===== config.mk =====
export PLATFORM = sky130hd
export DESIGN_NAME = gb_alu_sub16_seq
export DESIGN_NICKNAME = d
export VERILOG_FILES = /design/src/rtl/gb_alu_sub16_seq.sv
export SDC_FILE = /design/constraint.sdc
export NUM_CORES = 1
export LEC_CHECK = 0
export BUFFER_PORTS_ARGS = -buffer_cell sky130_fd_sc_hd__clkbuf_2
export CAP_MARGIN = 5
export CORE_MARGIN = 2
export CORE_UTILIZATION = 56
export CTS_BUF_LIST = sky130_fd_sc_hd__clkbuf_4
export CTS_CLUSTER_SIZE = 24
export DETAILED_ROUTE_END_ITERATION = 7
export PLACE_DENSITY = 0.84
export SKIP_CTS_REPAIR_TIMING = 1
export SLEW_MARGIN = 40
export SYNTH_ARGS = -nofsm -noshare
export SYNTH_HDL_FRONTEND = slang
export SYNTH_SLANG_ARGS = --single-unit
export TNS_END_PERCENT = 20

===== constraint.sdc =====
create_clock -name i_clk -period 3.3 [get_ports i_clk]
set_clock_uncertainty 0.1 [all_clocks]
set_input_delay 0.165 -clock i_clk [delete_from_list [all_inputs] [get_ports i_clk]]
set_output_delay 0.165 -clock i_clk [all_outputs]
set_load 0.02 [all_outputs]

===== src/rtl/gb_alu_sub16_seq.sv =====
// gb_alu_sub16_seq: sequential 16-bit subtractor (SUB/SBC style).
// A nibble-serial datapath computes i_a - i_b - i_c over four RUN cycles,
// LSB nibble first. It captures the half-borrows from bit 3 (h8) and
// bit 11 (h), and the borrow from bit 15 (c).
// The result registers only change on the RUN->DONE edge.
// Handshake: i_start is a request that is only taken in IDLE or DONE;
// o_busy is high for the four RUN cycles; o_done is a one-cycle pulse
// in DONE, and o_d/o_c/o_h/o_h8/o_z/o_n are valid from that cycle until
// the next o_done.
module gb_alu_sub16_seq (
  input  logic        i_clk,
  input  logic        i_rst,
  input  logic        i_start,
  input  logic [15:0] i_a,
  input  logic [15:0] i_b,
  input  logic        i_c,
  output logic        o_busy,
  output logic        o_done,
  output logic [15:0] o_d,
  output logic        o_c,
  output logic        o_h,
  output logic        o_h8,
  output logic        o_z,
  output logic        o_n,
  output logic [1:0]  o_state
);

  typedef enum logic [1:0] {
    IDLE = 2'd0,
    RUN  = 2'd1,
    DONE = 2'd2
  } state_t;

  state_t      state;
  state_t      state_nxt;
  logic [1:0]  cnt;
  logic [15:0] a_q;
  logic [15:0] b_q;
  logic        brw;
  logic [15:0] d_w;
  logic        h8_w;
  logic        h_w;

  logic [3:0]  a_nib;
  logic [3:0]  b_nib;
  logic [4:0]  sub5;
  logic        nib_brw;
  logic        take_start;
  logic        last_nib;

  // Start is only honoured outside RUN; the last nibble ends the operation.
  assign take_start = i_start && (state != RUN);
  assign last_nib   = (state == RUN) && (cnt == 2'd3);

  // One nibble of the subtraction; bit 4 of the 5-bit result is the borrow.
  always_comb begin
    a_nib   = a_q[{cnt, 2'b00} +: 4];
    b_nib   = b_q[{cnt, 2'b00} +: 4];
    sub5    = {1'b0, a_nib} - {1'b0, b_nib} - {4'b0000, brw};
    nib_brw = sub5[4];
  end

  // State register.
  always_ff @(posedge i_clk) begin
    if (i_rst) begin
      state <= IDLE;
    end else begin
      state <= state_nxt;
    end
  end

  // Next-state logic.
  always_comb begin
    state_nxt = state;
    case (state)
      IDLE: state_nxt = i_start ? RUN : IDLE;
      RUN:  state_nxt = (cnt == 2'd3) ? DONE : RUN;
      DONE: state_nxt = i_start ? RUN : IDLE;
      default: state_nxt = IDLE;
    endcase
  end

  // Working registers: operand latch on start, nibble ripple during RUN.
  always_ff @(posedge i_clk) begin
    if (i_rst) begin
      cnt  <= 2'd0;
      a_q  <= 16'h0000;
      b_q  <= 16'h0000;
      brw  <= 1'b0;
      d_w  <= 16'h0000;
      h8_w <= 1'b0;
      h_w  <= 1'b0;
    end else if (take_start) begin
      cnt  <= 2'd0;
      a_q  <= i_a;
      b_q  <= i_b;
      brw  <= i_c;
      d_w  <= 16'h0000;
      h8_w <= 1'b0;
      h_w  <= 1'b0;
    end else if (state == RUN) begin
      cnt                   <= cnt + 2'd1;
      brw                   <= nib_brw;
      d_w[{cnt, 2'b00} +: 4] <= sub5[3:0];
      if (cnt == 2'd0) h8_w <= nib_brw;
      if (cnt == 2'd2) h_w  <= nib_brw;
    end
  end

  // Result registers: loaded once per operation on the RUN->DONE edge.
  always_ff @(posedge i_clk) begin
    if (i_rst) begin
      o_d  <= 16'h0000;
      o_c  <= 1'b0;
      o_h  <= 1'b0;
      o_h8 <= 1'b0;
      o_z  <= 1'b1;
      o_n  <= 1'b0;
    end else if (last_nib) begin
      o_d  <= {sub5[3:0], d_w[11:0]};
      o_c  <= nib_brw;
      o_h  <= h_w;
      o_h8 <= h8_w;
      o_z  <= ({sub5[3:0], d_w[11:0]} == 16'h0000);
      o_n  <= 1'b1;
    end
  end

  assign o_busy  = (state == RUN);
  assign o_done  = (state == DONE);
  assign o_state = state;

endmodule


==> flow_metrics.py <==
metrics = {
    "setup_path": {
        "cp_data_arrival_time_ns": 3.27,
        "worst_setup_path_start_kind": "register",
        "worstPathMaxFanout": 7,
        "r2r-end": "o_z",
        "crit_type": "register to register",
        "rrSetupSlack_ns": 0.30,
        "rr_worst_depth": 8,
        "rr_startpoint": "cnt[0]",
        "crit_path_end_kind": "register",
        "required_ns": 3.57,
    },
    "layout": {
        "layout-drive-gt1-share": 0.203,
        "finish.utilization": 0.732,
        "final_common_cell": "nand2_1",
        "nets": 480,
        "layout_common_cells": "103 x nand2_1, 72 x dfxtp_1, 60 x clkbuf_2",
        "area_growth_pct": 26.2,
        "num_antenna_cells": 0,
    },
    "drt": {
        "wl_per_cell_um": 15.7,
        "drc": 0,
        "drt_iter0_markers": 164,
        "viasPerCell": 5.56,
        "vias": 2825,
        "dr.pass1.iters": 5,
        "wl_mm": 7.96,
        "antenna_left": 0,
    },
    "grt": {
        "grt_max_degree": 36,
        "antenna_found_initial": 0,
        "grt_overflow_total": 0,
        "grtUsageTotal": 0.231,
        "grt_pass1_wl_mm": 10.8,
        "grt_pass1_vias": 2423,
    },
    "place": {
        "hpwl_mm": 4.71,
        "portBuffers": 60,
        "gp_congestion": 0.851,
        "post-place-ws_ns": 0.399,
    },
    "cts": {
        "clockRootBuffer": "clkbuf_4",
        "cts_buffer_depth": 2,
        "cts_tree": "built",
        "clk_latency_ns": 0.42,
        "clk_pin_slew_ns": 0.11,
        "clock-sinks": 72,
        "cts_buffers": 9,
        "cts.htree.levels": 3,
    },
    "power_and_ir_drop": {
        "power.leakage_nw": 1.50,
        "sequentialPowerShare": 0.534,
        "power.density_mw_per_mm2": 460,
        "max-vdd-ir-drop_v": 0.000289,
        "p_switching_uw": 474,
        "intPower_mw": 1.26,
        "switching_share": 0.274,
        "comb_power_share": 0.155,
        "clockPowerShare": 0.311,
    },
    "floorplan": {
        "die_area_mm2": 0.00593,
        "chipHeight_um": 77.0,
        "die_w_um": 77.0,
        "coreArea_mm2": 0.00514,
        "core.rowCount": 26,
        "io_pins": 61,
        "initial_core_util": 0.580,
    },
    "yosys": {
        "synth.top_cell.area_share": 0.483,
        "avgSynthCellArea_um2": 8.57,
        "synth-seq-cells": 72,
        "ys.warnings.count": 0,
        "syn-cell-area_mm2": 0.00298,
        "netlist_instances": 348,
        "synth.largest_area_cell": "dfxtp_1",
        "synth_ff_type": "dfxtp_1",
        "synth_nets": 395,
        "synth_edf_count": 0,
        "yosysSeqAreaShare": 0.483,
        "synth_cell_type_count": 30,
        "ys_top_cells_by_area": "dfxtp_1 48%, nand2_1 13%, a21oi_1 9.1%, mux4_2 6.0%, ha_1 3.8%",
        "ys_async_sr_fraction": 0,
    },
    "flow_run": {
        "drv_cap": 0,
    },
    "timing": {
        "fmax_mhz": 333,
        "finalHoldViolations": 1,
        "tns_ns": 0,
        "slew_violations": 0,
        "period_share": 0.910,
        "rsz0062_at_grt": "no",
        "relSlewSlack": 0.431,
        "tightest_slew_ns": 0.842,
        "finalWorstPathRequiredPeriod_ns": 3.00,
        "setup_slack_ns": 0.297,
        "holdWs_ns": -0.0230,
        "setup_viol": 0,
    },
    "run_status": {
        "outcome": "complete, but fails checks",
        "failed_checks": "hold timing",
    },
    "min_path": {
        "hold_end": "o_state[0]",
        "worstHoldPathCells": 3,
        "hold_class": "input pin to register",
        "min_from": "i_start",
    },
}
cell usage after synthesis (2+ instances only):
master / number
nand2_1: 103
dfxtp_1: 72
a21oi_1: 54
nor2_1: 21
clkbuf_1: 15
inv_1: 12
a22oi_1: 9
ha_1: 9
mux4_2: 8
buf_2: 6
a211oi_1: 4
nand2b_1: 4
nand3b_1: 4
nor4b_1: 4
a311oi_1: 2
and2_1: 2
fa_1: 2
nor2b_1: 2
nor3_1: 2
nor4_1: 2
o22ai_1: 2
metrics by stage:
step	hold slack (ns)	area [um2]	power, mW	instances
floorplan	0.201	2980	1.10	348
global placement	0.289	3310	1.16	460
detailed placement	0.295	3310	1.17	460
CTS	-0.156	3440	1.69	476
global route	0.0277	3760	1.80	508
finish	-0.0230	3760	1.73	508
kinds of logic after synthesis:
group | Yosys count | synth area share
AO/OA/AOI/OAI | 75 | 0.144
flip-flops | 72 | 0.483
XOR/XNOR | 3 | 0.0113
adder cells (fa/ha/maj) | 11 | 0.0512
AND/OR/NAND/NOR | 146 | 0.206
buffers and inverters | 33 | 0.0440
multiplexers | 8 | 0.0604
critical path, cell delays in order, from the launching register on:
cell and delay (ns):
dfxtp_1 0.54, mux4_2 0.57, fa_1 0.41, inv_1 0.12, fa_1 0.50, nor4b_1 0.28
nand4_1 0.13, nor3_1 0.15, a221o_1 0.16
final cells by class:
cell class,count,area [um2]
Inverter,12,45.0
Multi-Input combinational cell,243,1420
Clock inverter,5,47.5
Timing Repair Buffer,95,643
Fill cell,418,1380
Tap cell,70,87.6
Clock buffer,11,82.6
Sequential cell,72,1440
per-layer routing:
layer	part of all wire	vias to the layer above	track usage
li1	-	1347	-
met1	0.38	1321	0.279
met2	0.52	125	0.383
met3	0.051	32	0.0471
met4	0.052	0	0.134
met5	0	-	0
registers in the layout, summed over array words and instances, names as in the netlist:
signal,cells
a_q,16
b_q,16
o_d,16
d_w,12
cnt,2
o_state,2
brw,1
h8_w,1
h_w,1
o_c,1
o_h,1
o_h8,1
o_n,1
o_z,1
worst max-delay path by stage:
stage	startpoint	end	slack (ns)	cells past startpoint
2_1_floorplan	cnt[0]	o_z	0.36	9
3_3_place_gp	cnt[0]	o_z	0.49	8
3_5_place_dp	cnt[0]	o_z	0.40	8
4_1_cts	cnt[0]	o_z	0.38	8
5_1_grt	cnt[0]	o_z	0.12	8
6_report	cnt[0]	o_z	0.30	8
power groups by stage:
stage / Combinational [mW] / Sequential [mW] / Clock [mW]
4_1_cts: 0.229 / 0.922 / 0.537
3_3_place_gp: 0.219 / 0.941 / 0
2_1_floorplan: 0.169 / 0.933 / 0
3_5_place_dp: 0.229 / 0.942 / 0
6_report: 0.269 / 0.925 / 0.539
5_1_grt: 0.295 / 0.927 / 0.576
(Power assumes the default switching activity.)
